`src/rtl/const_ext_regs.sv`:
```
// -----------------------------------------------------------------------------
// const_ext_regs
//   Decode-stage helper slice for the 4-stage RISC pipeline (IF/DOF/EX/WB).
//   - Extends the instruction immediate to 32 bits (sign or zero) for
//     operand mux B, combinationally and with zero latency.
//   - Holds load-enabled 1-bit and 2-bit pipeline flag registers plus a
//     registered copy of the extended constant.
//
//   Optional feature macro: CONST_EXT_FLUSH_EN
//     defined   -> adds input 'flush'; a rising clk with flush=1 returns every
//                  register to RST_VAL, overriding load (bubble insertion on
//                  taken branches). const_out is never affected by flush.
//     undefined -> no flush port; registers follow load/hold only.
// -----------------------------------------------------------------------------
module const_ext_regs #(
  parameter int IMM_W   = 15,   // immediate width; target width is fixed at 32
  parameter bit RST_VAL = 1'b0  // reset/flush value replicated into every bit
) (
  input  logic             clk,
  input  logic             rst_n,
  input  logic             load,
  input  logic [IMM_W-1:0] imm,
  input  logic             cs,
  input  logic             d1,
  input  logic [1:0]       d2,
`ifdef CONST_EXT_FLUSH_EN
  input  logic             flush,
`endif
  output logic [31:0]      const_out,
  output logic [31:0]      const_q,
  output logic             q1,
  output logic [1:0]       q2
);

  localparam int EXT_W = 32 - IMM_W;

  // Every register clears to the same replicated value on reset and on flush.
  localparam logic [31:0] CONST_CLR = {32{RST_VAL}};
  localparam logic [1:0]  D2_CLR    = {2{RST_VAL}};
  localparam logic        D1_CLR    = RST_VAL;

  logic        flush_i;
  logic        fill_bit;
  logic [31:0] ext_c;

`ifdef CONST_EXT_FLUSH_EN
  assign flush_i = flush;
`else
  // Without the feature the flush path is tied off and optimised away.
  assign flush_i = 1'b0;
`endif

  // Extension: the upper bits copy the immediate MSB only when sign-extending.
  // ANDing with cs (rather than a mux on cs) keeps the fill bit a clean 0/1
  // whenever cs and imm are known, so const_out never goes X.
  always_comb begin
    fill_bit  = cs & imm[IMM_W-1];
    ext_c     = {{EXT_W{fill_bit}}, imm};
    const_out = ext_c;
  end

  // Pipeline registers: async clear, then flush over load over hold.
  // NOTE: sequential state uses non-blocking assignments so every register
  // samples pre-edge values; blocking here would create order-dependent races.
  always_ff @(posedge clk or negedge rst_n) begin
    if (!rst_n) begin
      q1      <= D1_CLR;
      q2      <= D2_CLR;
      const_q <= CONST_CLR;
    end else if (flush_i) begin
      q1      <= D1_CLR;
      q2      <= D2_CLR;
      const_q <= CONST_CLR;
    end else if (load) begin
      q1      <= d1;
      q2      <= d2;
      const_q <= ext_c;
    end
  end

endmodule

```
`config.mk`:
```
export PLATFORM = sky130hd
export DESIGN_NAME = const_ext_regs
export DESIGN_NICKNAME = d
export VERILOG_FILES = /design/src/rtl/const_ext_regs.sv
export SDC_FILE = /design/constraint.sdc
export NUM_CORES = 1
export LEC_CHECK = 0
export ABC_AREA = 1
export CORE_ASPECT_RATIO = 0.75
export CORE_MARGIN = 4
export CORE_UTILIZATION = 33
export DETAILED_ROUTE_END_ITERATION = 8
export PLACE_DENSITY = 0.81
export SETUP_SLACK_MARGIN = 0.3
export SLEW_MARGIN = 20
export SYNTH_ARGS = -nofsm -noshare
export SYNTH_HDL_FRONTEND = slang
export SYNTH_SLANG_ARGS = --single-unit
```
`constraint.sdc`:
```
create_clock -name clk -period 1.1 [get_ports clk]
set_clock_uncertainty 0.1 [all_clocks]
set_input_delay 0.22 -clock clk [delete_from_list [all_inputs] [get_ports clk]]
set_output_delay 0.22 -clock clk [all_outputs]
set_load 0.05 [all_outputs]
```
==> reports/metrics.cfg <==
[die]
die_h_um=58.2
fp.dieW_um=74.9
core_mm2=0.00308
die-area_mm2=0.00436
initial_core_util=0.359
io_pins=89
fp-row-count=17

[route]
drc=0
firstDrtPassIters=4
drt-initial-drc-count=50
wirelength_um=4260
vias=1052
viasPerCell=4.57
wl_per_cell_um=18.5
ant_nets=0

[worst_setup_path]
cp-start-kind=flop
cp.required_ns=0.78
cp_top_family=flip-flops
max_stage_delay_ns=0.52
path_class=flop to output pin
cp.arrival_ns=1.10
critPathSlowestCell=dfrtp_4
cpMostUsedCell=buf_12
endpoint_kind=output pin
crit_buf_inv=2
cp_max_fo=7
worstPathCellList=buf_12 > buf_12

[timing]
max_slew_margin=0.885
setup_viol=35
min_period_ns=1.42
fmax_ghz=0.703
hold_violations=0
finalCritPeriodShare=1.29
setup_ws_ns=-0.322
worst_pin_slew_ns=0.173
maxSlewViolCount=0
rsz0062_at_grt=yes

[synthesis]
yosysWarnings=0
synth_cell_types=9
syn-instance-count=130
syn_avg_cell_area_um2=8.52
syn_area_mm2=0.00111
yosysSeqAreaShare=0.429
synth-seq-cells=19
syn_nets=152

[global_routing]
grt_usage=0.213
antenna_found_initial=0
grt_pass1_wl_um=6680
grt_pass1_vias=1174
grt_overflow_total=0
grt_max_degree=20

[clocking]
h-tree-depth=1
tritoncts=built
clockBufferDepth=2
clock-sinks=19
clkLatencyLatePin_ns=0.26
clockRootBuffer=clkbuf_8
clkTransAtPathRegs_ns=0.07
cts_buffers=3

[cells_and_area]
drive_gt1_frac=0.745
fillers=108
area_growth_pct=146
finish.utilization=0.883
final_nets=215
antennaDiodeCount=0

[flow_run]
max_cap_viol_count=0

[placed_design]
io_buffers=88
dpl.hpwl_um=2940
dp_slack_ns=-0.468
place_congestion=0.720

[pwr]
seq_power_share=0.274
power_frac_comb=0.570
leakagePower_uw=0.00128
p_sw_uw=1240
swShare=0.397
irDropWorstVdd_mv=1.06
powerDensity_mw_per_mm2=1140
clkPwrFrac=0.156
p_int_uw=1880

[run_status]
status=complete, but fails checks
violations=setup timing

[min_path]
min_path_type=input pin to flop

flip-flops by register name (all words and copies together) (netlist names):
signal	flops
q1	1
const_q	16
q2	2
power groups by stage:
stage	combinational, µW	clock, µW	sequential, µW
floorplan	737	0	1050
global placement	1560	0	886
detailed placement	1590	0	894
CTS	1720	484	848
global route	1830	542	861
finish	1770	486	853
synth_stat cells, drive strengths merged:
| master | count | area share |
|---|---|---|
| buf | 51 | 0.36 |
| inv | 2 | 0.0068 |
| nand2 | 57 | 0.20 |
| nand3 | 1 | 0.0045 |
| dfrtp | 19 | 0.43 |
worst min-delay path, delay by kind of cell:
kind                   cells  cell delay (ns)
AND/OR/NAND/NOR            2             0.09
buffers and inverters      1             0.08
metal layers:
metal / up-vias / track usage / part of all wire
met5: - / 0 / 0
met1: 516 / 0.208 / 0.32
met4: 0 / 0.0914 / 0.036
met2: 53 / 0.409 / 0.58
li1: 470 / - / -
met3: 13 / 0.0589 / 0.061
layout make-up:
| cell class | count | area (µm²) | share of cell area |
|---|---|---|---|
| well taps | 38 | 47.5 | 0.0175 |
| multi-input cells | 58 | 278 | 0.102 |
| repair inverters | 4 | 47.5 | 0.0175 |
| flip-flops and latches | 19 | 502 | 0.184 |
| clock buffers | 4 | 45.0 | 0.0165 |
| inverters | 2 | 26.3 | 0.00965 |
| repair buffers | 105 | 1780 | 0.653 |
cells by family after synthesis:
kind of cell	share of synthesized area
simple gates	0.200
flops	0.429
buf+inv	0.371
repair_timing:
item	4_1_cts	5_1_grt
hold endpoints to repair	0	0
hold buffers	0	0
pin swaps	2	3
gates cloned	4	0
buffers inserted	6	5
resized for setup	114	16
setup endpoints to repair	86	61
placed cells by master, fill, tap and decap left out, types with 2 or more instances in the layout:
cell | Yosys | final
clkinvlp_4 | 0 | 2
buf_4 | 48 | 7
nand2_2 | 1 | 11
buf_12 | 1 | 71
clkdlybuf4s50_1 | 0 | 4
dfrtp_2 | 0 | 18
buf_6 | 2 | 20
nand2_1 | 56 | 43
clkbuf_8 | 0 | 3
buf_8 | 0 | 2
nand2_4 | 0 | 2
metrics by stage:
stage | total power [µW] | hold WS [ns] | area, µm² | setup TNS [ns] | cells
2_1_floorplan | 1790 | -0.176 | 1360 | -0.735 | 130
3_3_place_gp | 2450 | 0.398 | 2420 | -16.22 | 211
3_5_place_dp | 2480 | 0.403 | 2420 | -17.70 | 211
4_1_cts | 3050 | 0.0711 | 2630 | -6.23 | 225
5_1_grt | 3230 | 0.0817 | 2720 | -7.45 | 230
6_report | 3110 | 0.0695 | 2720 | -6.46 | 230
final timing paths:
path                        startpoint           to  slack (ns)  cells past startpoint
max in group asynchronous        rst_n  const_q[15]        0.53                      2
setup / recovery           const_q[15]  const_q[30]       -0.32                      2
hold / removal                 imm[13]  const_q[13]        0.07                      3
hold reg to reg             const_q[5]   const_q[5]        0.42                      2
min in group asynchronous        rst_n   const_q[0]        0.23                      2
setup reg to reg           const_q[15]  const_q[15]        0.09                      3
No activity file was read; power rests on OpenSTA's default activity.
